<file path="src/rtl/layering_pipeline_rx.sv">
// layering_pipeline_rx: array-side receiver for the layering pipeline control word.
// Decodes the per-group load/swap strobes, tracks the ping-pong weight bank of each
// PE group, flags protocol violations in sticky error bits and counts finished
// layer sequences. Every output comes straight from a flop.
module layering_pipeline_rx #(
   parameter int NG    = 4,
   parameter int CNT_W = 8
) (
   input  logic              clk,
   input  logic              rst_n,
   input  logic [3*NG-1:0]   valid_ctrl,
   input  logic              busy,
   input  logic              err_clr,
   output logic [NG-1:0]     load_en,
   output logic [NG-1:0]     swap_pulse,
   output logic [NG-1:0]     bank_sel,
   output logic [NG-1:0]     pending,
   output logic              seq_done,
   output logic [CNT_W-1:0]  layers_done,
   output logic [3:0]        err
);

   logic [NG-1:0] load_d;
   logic [NG-1:0] swap_d;
   logic [NG-1:0] bank_d;
   logic [NG-1:0] pending_d;
   logic [3:0]    err_new;
   logic [3:0]    err_d;
   logic          busy_q;
   logic          seq_end;

   // Per-group decode of the sampled word; malformed group fields (load and swap
   // together, or the reserved bit set) are ignored apart from the framing flag.
   // Error detection always looks at the pending state as it stood before this edge.
   always_comb begin
      load_d    = '0;
      swap_d    = '0;
      bank_d    = bank_sel;
      pending_d = pending;
      err_new   = '0;
      seq_end   = busy_q & ~busy;
      for (int g = 0; g < NG; g++) begin
         if (valid_ctrl[3*g+2] || (valid_ctrl[3*g] && valid_ctrl[3*g+1])) begin
            err_new[2] = 1'b1;
         end else if (valid_ctrl[3*g]) begin
            load_d[g]    = 1'b1;
            pending_d[g] = 1'b1;
            if (pending[g]) begin
               err_new[1] = 1'b1;
            end
         end else if (valid_ctrl[3*g+1]) begin
            swap_d[g] = 1'b1;
            if (pending[g]) begin
               bank_d[g]    = ~bank_sel[g];
               pending_d[g] = 1'b0;
            end else begin
               err_new[0] = 1'b1;
            end
         end
      end
      if (!busy && (valid_ctrl != '0)) begin
         err_new[2] = 1'b1;
      end
      if (seq_end && (pending != '0)) begin
         err_new[3] = 1'b1;
      end
      err_d = err_clr ? err_new : (err | err_new);
   end

   // Register all decoded results, the busy history and the sequence counter.
   always_ff @(posedge clk or negedge rst_n) begin
      if (!rst_n) begin
         load_en     <= '0;
         swap_pulse  <= '0;
         bank_sel    <= '0;
         pending     <= '0;
         seq_done    <= 1'b0;
         layers_done <= '0;
         err         <= '0;
         busy_q      <= 1'b0;
      end else begin
         load_en    <= load_d;
         swap_pulse <= swap_d;
         bank_sel   <= bank_d;
         pending    <= pending_d;
         seq_done   <= seq_end;
         err        <= err_d;
         busy_q     <= busy;
         if (seq_end) begin
            layers_done <= layers_done + {{(CNT_W-1){1'b0}}, 1'b1};
         end
      end
   end

endmodule

</file>
<file path="config.mk">
export PLATFORM = sky130hd
export DESIGN_NAME = layering_pipeline_rx
export DESIGN_NICKNAME = d
export VERILOG_FILES = /design/src/rtl/layering_pipeline_rx.sv
export SDC_FILE = /design/constraint.sdc
export NUM_CORES = 1
export LEC_CHECK = 0
export CAP_MARGIN = 25
export CORE_ASPECT_RATIO = 1.4
export CORE_MARGIN = 2
export CORE_UTILIZATION = 39
export CTS_CLUSTER_DIAMETER = 200
export DETAILED_ROUTE_END_ITERATION = 6
export GPL_TIMING_DRIVEN = 0
export HOLD_SLACK_MARGIN = 0.15
export PLACE_DENSITY = 0.82
export RECOVER_POWER = 100
export SLEW_MARGIN = 20
export SYNTH_ARGS = -nofsm -noshare
export SYNTH_HDL_FRONTEND = slang
export SYNTH_SLANG_ARGS = --single-unit
</file>
<file path="constraint.sdc">
create_clock -name clk -period 1.2 [get_ports clk]
set_input_delay 0.24 -clock clk [delete_from_list [all_inputs] [get_ports clk]]
set_output_delay 0.24 -clock clk [all_outputs]
set_load 0.05 [all_outputs]
</file>
==> results by group <==
Run status
  • Status: complete, but fails checks
  • Failing checks: negative setup slack

Routing
  • Pre-Repair DR Iteration Count: 4
  • DRT Wirelength: 2660 um
  • Vias: between 900 and 1000
  • Vias per cell: about 5.2
  • Number of DRC markers in iteration 0: 13
  • Post-DR wirelength/cell: 14.4 um
  • Remaining DRCs: 0
  • Final ANT Viol Nets: 0

Pwr
  • Clock power frac: between 20% and 30%
  • Int Pwr: between 2 and 2.5 mW
  • Comb pwr share: between 40% and 50%
  • Pwr Total: 3.70 mW
  • Psw: roughly 1.6 mW
  • Net Sw Frac: 42.4%
  • Seq pwr share: between 30 and 40%
  • Cell area power density: around 2200 mW/mm2
  • Maximum VDD drop: 0.00142 V
  • Leakage: 0.792 nW

GRT
  • Largest net degree at the start of global routing: 31
  • First-pass GRT wire length: between 4000 and 5000 um
  • GRT Total Usage: between 10% and 20%
  • Initial antenna violation count: 0
  • Total grt overflow: 0
  • Vias in the first global route: between 1000 and 1500

Min path
  • Hold Path Depth: 2
  • Worst min path class: in -> reg
  • Hold Crit Start: valid_ctrl[5]
  • Hold Path Sink: load_en[1]$_DFF_PN0_

Clock network
  • Htree depth: 2
  • Worst-path clk slew: around 0.060 ns
  • Bufs on Longest Clock Path: 2
  • CTS tree: yes
  • CTS root buf: clkbuf_8
  • Worst-skew pair later-pin latency: ~0.28 ns
  • CTS sink cnt: 30
  • CTS Buf Count: 5

Timing
  • Normalized max-slew margin: between 50% and 60%
  • Max Slew Vio Count: 0
  • Clk_skew: around 0.004 ns
  • Fin. Hold Viols: 0
  • Post-route clock period utilization: 102%
  • RSZ-0062 raised after global routing: true
  • Highest clock rate: 0.816 GHz
  • Final worst setup slack: -0.0254 ns
  • Worst Tran Pin Value: around 0.7 ns
  • Final Critical Period: between 1 and 1.5 ns
  • Final number of setup-violating endpoints: 1

Floorplanning
  • I/O Pins: 45
  • Total Die Area: between 0.003 and 0.004 mm2
  • Starting Density: approximately two fifths
  • Die X: approximately 51 um
  • Row Count: 23
  • Chip Height: between 60 and 70 um
  • Core footprint: between 0.002 and 0.003 mm2

Finish
  • Share of layout cells above drive strength 1: between 30% and 40%
  • Area grow syn2layout: 42.5%
  • FF/Latch Area: ~760 um2
  • Area of the multi-input gates: roughly 450 um2
  • Final #Nets: around 160
  • Cell Count, Final, Fillers Out: 185
  • ANT cells: 0
  • Fillers: 255
  • Core Util, Final: 58.9%
  • Final instance area: approximately 0.0017 mm2

Run
  • Max_cap viols: 0

Synthesis
  • Cell accounting for the most synthesized area: dfrtp_1
  • Mapped Nets: 109
  • Top_reg_cell synth: dfrtp_1
  • Netlist cell types: 30
  • Cell Area, Synth: between 0.001 and 0.0015 mm2
  • Synth top area share: between 60% and 70%
  • Most frequent cell after synthesis: dfrtp_1
  • Commonest cells in the synthesized netlist: 30 x dfrtp_1, 9 x xnor2_1, 6 x nand2_1, 6 x nor2_1, 5 x nand4_1
  • Synth Instances: 92
  • Yosys warnings: 0
  • Largest cells by area after synthesis: dfrtp_1 63%, xnor2_1 6.6%, nor3b_2 3.1%, nand4_1 2.6%, nor3b_1 2.5%
  • Asr flop ratio synth: 100%
  • #FFs+latches synth: 30
  • Post-synthesis sequential area ratio: a little over three fifths
  • EDFF count, synth: 0
  • Syn_area_per_cell: approximately 13 um2

Place
  • Final HPWL DP: just under 2000 um
  • Placement Cell Area: roughly 0.0017 mm2
  • Gpl congestion: ~0.8
  • PortBufs: 44
  • Cells after DPL: between 150 and 200

Critical path
  • WS Path Type: reg -> reg
  • RR Endpoint: err[3]$_DFF_PN0_
  • Arr. time, crit path: 1.39 ns
  • CP Max Fanout: 4
  • R2R setup slack: -0.03 ns
  • CP required: about 1.4 ns
  • Critical path startpoint category: flip-flop
  • Crit end category: flip-flop
  • Reg2reg start: pending[2]$_DFFE_PN0P_
  • R2R cell count: 2
critical path: stages, from the launching register on:
cell     delay [ns]
dfrtp_2        0.43
or4_4          0.51
a22o_1         0.19
cells in the final DEF, fill, tap and decap left out, drive strengths merged, types with 2 or more instances in the layout:
cell / count
a22oi: 3
buf: 20
clkbuf: 22
clkdlybuf4s50: 10
dfrtp: 30
dlygate4sd2: 3
inv: 2
nand2: 7
nand2b: 3
nand4: 5
nor2: 6
nor3b: 7
nor4: 3
xnor2: 10
how the worst max path moves through the flow:
stage | startpoint | endpoint | slack [ns] | depth (start not counted)
2_1_floorplan | pending[2]$_DFFE_PN0P_ | err[3]$_DFF_PN0_ | -0.14 | 2
4_1_cts | pending[2]$_DFFE_PN0P_ | err[3]$_DFF_PN0_ | -0.03 | 2
5_1_grt | pending[2]$_DFFE_PN0P_ | err[3]$_DFF_PN0_ | -0.06 | 2
3_3_place_gp | rst_n | pending[1]$_DFFE_PN0P_ | -0.65 | 1
3_5_place_dp | valid_ctrl[4] | bank_sel[1]$_DFFE_PN0P_ | -0.40 | 5
6_report | pending[2]$_DFFE_PN0P_ | err[3]$_DFF_PN0_ | -0.03 | 2
flip-flops by register name, summed over array words and instances, names as in the netlist:
| register | count |
|---|---|
| swap_pulse | 4 |
| seq_done | 1 |
| bank_sel | 4 |
| load_en | 4 |
| pending | 4 |
| err | 4 |
| layers_done | 8 |
| busy_q | 1 |
cell type report:
type / count / share of cell area [%]
sequential: 30 / 44.5
multi-input combinational: 59 / 26.4
timing repair buffer: 48 / 20.6
clock buffer: 8 / 4.68
tap: 37 / 2.70
buffer: 1 / 0.658
inverter: 2 / 0.439
cells by family after synthesis:
group / count (synthesis) / synth area share (%)
simple gates: 38 / 20.0
buf+inv: 3 / 1.56
flops: 30 / 62.5
xor+xnor: 11 / 8.65
fa+ha+maj: 1 / 1.04
compound gates: 8 / 5.31
mux: 1 / 0.937
repair_timing:
item,4_1_cts,5_1_grt
buffers inserted,3,0
setup endpoints to repair,34,10
pin swaps,1,1
hold endpoints to repair,30,0
hold buffers,1,0
gates resized for setup,157,11
power by group through the flow:
stage	registers [mW]	logic [mW]	clock network (mW)
2_1_floorplan	2.20	0.269	0
3_3_place_gp	1.48	1.55	0
3_5_place_dp	1.50	1.58	0
4_1_cts	1.47	1.47	0.773
5_1_grt	1.51	1.55	0.816
6_report	1.47	1.48	0.742
through the flow:
stage	hold WS (ns)	setup WS [ns]	TNS (ns)
2_1_floorplan	-0.0556	-0.143	-0.143
3_3_place_gp	0.461	-0.647	-27.21
3_5_place_dp	0.302	-0.396	-10.75
4_1_cts	0.284	-0.0308	-0.0308
5_1_grt	0.262	-0.0599	-0.224
6_report	0.239	-0.0254	-0.0254
layer usage:
| metal | track usage, % | vias to the layer above | routed length, um |
|---|---|---|---|
| met2 | 28.0 | 46 | 1330 |
| met4 | 9.61 | 0 | 81 |
| met5 | 0 | - | 0 |
| li1 | - | 441 | - |
| met1 | 16.7 | 474 | 1020 |
| met3 | 6.68 | 8 | 226 |
Power figures use the tool's default switching activity.
